**src/rtl/multicycle_controller.sv**
```systemverilog
// Control unit for a simple accumulator CPU: a Moore FSM with a memory-wait
// timeout. It drives the datapath strobes and holds the N/Z/C flag register.
module multicycle_controller #(
  parameter int MEM_TIMEOUT = 15
) (
  input  logic       clk,
  input  logic       rst,
  input  logic [2:0] opcode,
  input  logic [2:0] czn,
  input  logic       mem_ready,
  output logic       mem_read,
  output logic       mem_write,
  output logic       addr_sel,
  output logic       ir_write,
  output logic       mdr_write,
  output logic       pc_inc,
  output logic       pc_load,
  output logic       acc_write,
  output logic       acc_src,
  output logic [1:0] alu_op,
  output logic       alu_cin,
  output logic [2:0] flags,
  output logic [3:0] state,
  output logic       error
);

  localparam logic [3:0] S_INIT    = 4'd0;
  localparam logic [3:0] S_FETCH   = 4'd1;
  localparam logic [3:0] S_DECODE  = 4'd2;
  localparam logic [3:0] S_OPERAND = 4'd3;
  localparam logic [3:0] S_EXEC    = 4'd4;
  localparam logic [3:0] S_LOAD    = 4'd5;
  localparam logic [3:0] S_STORE   = 4'd6;
  localparam logic [3:0] S_JUMP    = 4'd7;
  localparam logic [3:0] S_ERROR   = 4'd8;

  localparam logic [7:0] TIMEOUT = MEM_TIMEOUT[7:0];

  logic [3:0] next_state;
  logic [7:0] wait_cnt;
  logic       timeout;
  logic       mem_now;
  logic       mem_next;

  function automatic logic is_mem(input logic [3:0] s);
    return (s == S_FETCH) || (s == S_OPERAND) || (s == S_STORE);
  endfunction

  assign timeout  = (wait_cnt == TIMEOUT) && !mem_ready;
  assign mem_now  = is_mem(state);
  assign mem_next = is_mem(next_state);

  // A ready memory wins over a timeout reached in the same cycle.
  always_comb begin
    next_state = state;
    case (state)
      S_INIT:    next_state = S_FETCH;
      S_FETCH: begin
        if (mem_ready)    next_state = S_DECODE;
        else if (timeout) next_state = S_ERROR;
      end
      S_DECODE: begin
        case (opcode)
          3'b101:  next_state = S_STORE;
          3'b110:  next_state = S_JUMP;
          3'b111:  next_state = flags[1] ? S_JUMP : S_FETCH;
          default: next_state = S_OPERAND;
        endcase
      end
      S_OPERAND: begin
        if (mem_ready)    next_state = (opcode == 3'b100) ? S_LOAD : S_EXEC;
        else if (timeout) next_state = S_ERROR;
      end
      S_EXEC:    next_state = S_FETCH;
      S_LOAD:    next_state = S_FETCH;
      S_STORE: begin
        if (mem_ready)    next_state = S_FETCH;
        else if (timeout) next_state = S_ERROR;
      end
      S_JUMP:    next_state = S_FETCH;
      S_ERROR:   next_state = S_ERROR;
      default:   next_state = S_ERROR;
    endcase
  end

  always_ff @(posedge clk or negedge rst) begin
    if (!rst) begin
      state    <= S_INIT;
      wait_cnt <= '0;
      flags    <= '0;
    end else begin
      state <= next_state;

      if (mem_next && (next_state != state))
        wait_cnt <= '0;
      else if (mem_now && !mem_ready)
        wait_cnt <= wait_cnt + 8'd1;

      // Logical ops leave carry alone; arithmetic ops load all three flags.
      if (state == S_EXEC) begin
        case (opcode)
          3'b000, 3'b001: flags <= czn;
          3'b010, 3'b011: flags <= {czn[2], czn[1], flags[0]};
          default:        flags <= flags;
        endcase
      end
    end
  end

  always_comb begin
    mem_read  = 1'b0;
    mem_write = 1'b0;
    addr_sel  = 1'b0;
    ir_write  = 1'b0;
    mdr_write = 1'b0;
    pc_inc    = 1'b0;
    pc_load   = 1'b0;
    acc_write = 1'b0;
    acc_src   = 1'b0;
    alu_op    = 2'b00;
    alu_cin   = 1'b0;
    error     = 1'b0;
    case (state)
      S_FETCH: begin
        mem_read = 1'b1;
        ir_write = mem_ready;
        pc_inc   = mem_ready;
      end
      S_OPERAND: begin
        mem_read  = 1'b1;
        addr_sel  = 1'b1;
        mdr_write = mem_ready;
      end
      S_EXEC: begin
        acc_write = 1'b1;
        case (opcode)
          3'b010:  alu_op = 2'b01;
          3'b011:  alu_op = 2'b10;
          default: alu_op = 2'b00;
        endcase
        alu_cin = (opcode == 3'b001) && flags[0];
      end
      S_LOAD: begin
        acc_write = 1'b1;
        acc_src   = 1'b1;
      end
      S_STORE: begin
        mem_write = 1'b1;
        addr_sel  = 1'b1;
      end
      S_JUMP:  pc_load = 1'b1;
      S_ERROR: error   = 1'b1;
      default: ;
    endcase
  end

endmodule

```
**config.mk**
```make
export PLATFORM = sky130hd
export DESIGN_NAME = multicycle_controller
export DESIGN_NICKNAME = d
export VERILOG_FILES = /design/src/rtl/multicycle_controller.sv
export SDC_FILE = /design/constraint.sdc
export NUM_CORES = 1
export LEC_CHECK = 0
export CAP_MARGIN = 40
export CORE_MARGIN = 2
export CORE_UTILIZATION = 51
export CTS_CLUSTER_DIAMETER = 80
export DETAILED_ROUTE_END_ITERATION = 16
export PLACE_DENSITY = 0.84
export SYNTH_ARGS = -nofsm -noshare
export SYNTH_HDL_FRONTEND = slang
export SYNTH_SLANG_ARGS = --single-unit
```
**constraint.sdc**
```tcl
create_clock -name clk -period 5.1 [get_ports clk]
set_input_delay 0.51 -clock clk [delete_from_list [all_inputs] [get_ports clk]]
set_output_delay 0.51 -clock clk [all_outputs]
set_load 0.01 [all_outputs]
```
==> metrics.csv <==
stage,metric,value,unit
setup_path,rr_endpoint,wait_cnt[0],
grt,grt_max_degree,16,
synthesis,syn_inst,105,
sta,setup-tns-final,0,ns
placement,dp_hpwl,1760,um
synthesis,synth_top_flop_cell,dfrtp_1,
final_layout,fin_util,0.694,
power,power_density,461,nW/um^2
synthesis,synth-seq-cells,15,
die,core,1980,um^2
synthesis,ys_warn_count,0,
grt,overflow,0,
cts,numCtsBuffers,3,
die,ioPinCount,29,
detailed_routing,vias,883,
grt,antenna_found_initial,0,
synthesis,async_reset_ff_frac,1.00,
setup_path,cp.arrival,2.44,ns
power,pwr-share-clk,0.103,
power,ir_worst_vdd,0.328,mV
cts,cts.sinks,15,
synthesis,yosysSeqAreaShare,0.348,
synthesis,synth_top_area_frac,0.348,
detailed_routing,wire_per_inst,13.9,um
setup_path,cp-end-kind,primary output,
detailed_routing,drtPass1Iterations,4,
synthesis,yosysTopAreaCell,dfrtp_1,
detailed_routing,drc,0,
cts,cts_max_level,1,
placement,io_buffers,28,
power,leakage,0.542,nW
sta,min_period,2.95,ns
job,maxCapViolations,0,
setup_path,crit_type,input pin to primary output,
die,rows,16,
final_layout,layout-drive-gt1-share,0.152,
setup_path,startpoint,opcode[2],
power,p_int,0.369,mW
die,start_util,0.545,
detailed_routing,drt_iter0_drc,20,
hold_path,hold_class,register to register,
power,switching_share,0.418,
synthesis,synth_edf_count,0,
sta,worst_slack,2.15,ns
detailed_routing,top_layer,met4,
grt,grt_pass1_wl,3840,um
sta,post-route-period-util,0.578,
grt,grt_pass1_vias,826,
cts,post_cts_buffers,0,
cts,cts_hold_buf,0,
setup_path,cp.required,4.59,ns
setup_path,crit_path_end,alu_cin,
sta,finalSetupViolations,0,
final_layout,nNetsFinal,143,
setup_path,path_max_fanout,5,
setup_path,reg2regPathDepth,5,
detailed_routing,totalWireLength,2220,um
sta,rsz0062_at_grt,false,
sta,drv_slew,0,
placement,gp_congestion,0.818,
detailed_routing,ant_nets,0,
setup_path,reg2reg_slack,3.12,ns
detailed_routing,vias_per_cell,5.55,
synthesis,synth_cell_types,45,
synthesis,netlist_area,1080,um^2
detailed_routing,wl_met2,990,um
setup_path,rr_startpoint,wait_cnt[5],
detailed_routing,wl_met1,1100,um
cts,cts_tree,built,
cts,cts_resized,0,
setup_path,startpoint_type,input pin,
power,pwr-share-seq,0.319,
sta,hold_violations,0,
cts,cts_root_buf,clkbuf_4,
final_layout,num_antenna_cells,0,
placement,pre_cts_slack,2.13,ns
die,die_area,2500,um^2
sta,worst_pin_slew,0.653,ns
grt,grt.total_usage,0.199,
cts,clockBufferDepth,2,
sta,max-slew-margin-rel,0.564,
power,p_comb_frac,0.578,
cts,clkLatencyLatePin,0.28,ns
synthesis,syn_nets,115,
cts,clk_pin_slew_worst_paths,0.08,ns
sta,skew,0.00515,ns
synthesis,yosys-top-cells-area,"dfrtp_1, a21oi_1, xor2_1, mux2_1, o2111ai_4",
detailed_routing,met3_length,95,um
power,p_sw,0.265,mW
outcome,status,"finished, final reports clean",
sta,clock.fmax,0.339,GHz
die,die_h,50.0,um
final_layout,syn_to_final_growth,27.3,%
die,die_w,50.0,um
synthesis,avgSynthCellArea,10.3,um^2
## power groups by stage
stage	sequential [mW]	clock (mW)	combinational, mW
floorplan	0.186	0	0.257
global placement	0.203	0	0.359
detailed placement	0.206	0	0.368
CTS	0.202	0.0668	0.369
global route	0.211	0.0710	0.400
finish	0.202	0.0652	0.366
## through the flow
step	hold WS [ns]	instance area (um^2)	total power, mW	std cells
after detailed placement	0.477	1350	0.574	155
after global routing	0.529	1380	0.682	159
final	0.488	1380	0.634	159
after floorplan	0.214	1080	0.443	105
after global placement	0.486	1350	0.562	155
after CTS	0.496	1380	0.639	159
## registers in the layout, summed over array words and instances (netlist names)
| register | cells |
|---|---|
| state | 4 |
| wait_cnt | 8 |
| flags | 3 |
## cell type report
type                            count  area (um^2)
Sequential cell                    15          375
Clock buffer                        4         26.3
Timing Repair Buffer               28          280
Inverter                            2         7.51
Multi-Input combinational cell     83          652
Tap cell                           27         33.8
Fill cell                         148          607
## placed cells by master (no fill, tap or decap), types with 4 or more instances in the layout
master,count
xor2_1,4
nor2_1,6
dfrtp_1,15
a21oi_1,11
clkdlybuf4s50_1,28
nand2_1,5
nand3_1,4
## cells in the mapped netlist, types with 4 or more instances
library cell / number
nand2_1: 5
dfrtp_1: 15
a21oi_1: 11
nor2_1: 6
xor2_1: 4
nand3_1: 4
## layer usage
layer / vias to the layer above / global-route usage
li1: 436 / -
met1: 414 / 0.285
met2: 28 / 0.300
met3: 5 / 0.0242
met4: 0 / 0.0833
met5: - / 0
## worst min path at each step
| stage | end | cells past startpoint | slack (ns) | startpoint |
|---|---|---|---|---|
| global placement | flags[2] | 1 | 0.49 | flags[2] |
| CTS | flags[2] | 1 | 0.50 | flags[2] |
| detailed placement | flags[2] | 1 | 0.48 | flags[2] |
| floorplan | flags[0] | 0 | 0.21 | rst |
| global route | flags[2] | 1 | 0.53 | flags[2] |
| finish | flags[2] | 1 | 0.49 | flags[2] |
## worst max-delay path, stage by stage
cell	delay (ns)
clkdlybuf4s50_1	0.53
nor4_2	0.47
nor2b_1	0.23
and3_1	0.17
clkdlybuf4s50_1	0.52
## cell families after synthesis
| kind of cell | after synthesis | synth area share |
|---|---|---|
| xor gates and xnor gates | 7 | 0.0568 |
| DFF | 15 | 0.348 |
| adders and majority gates | 1 | 0.0116 |
| AOI/OAI and AO/OA | 24 | 0.209 |
| muxes | 4 | 0.0406 |
| and+or+nand+nor | 47 | 0.286 |
| buffers and inverters | 7 | 0.0487 |
Note: power is estimated with default switching activity, not from simulation.
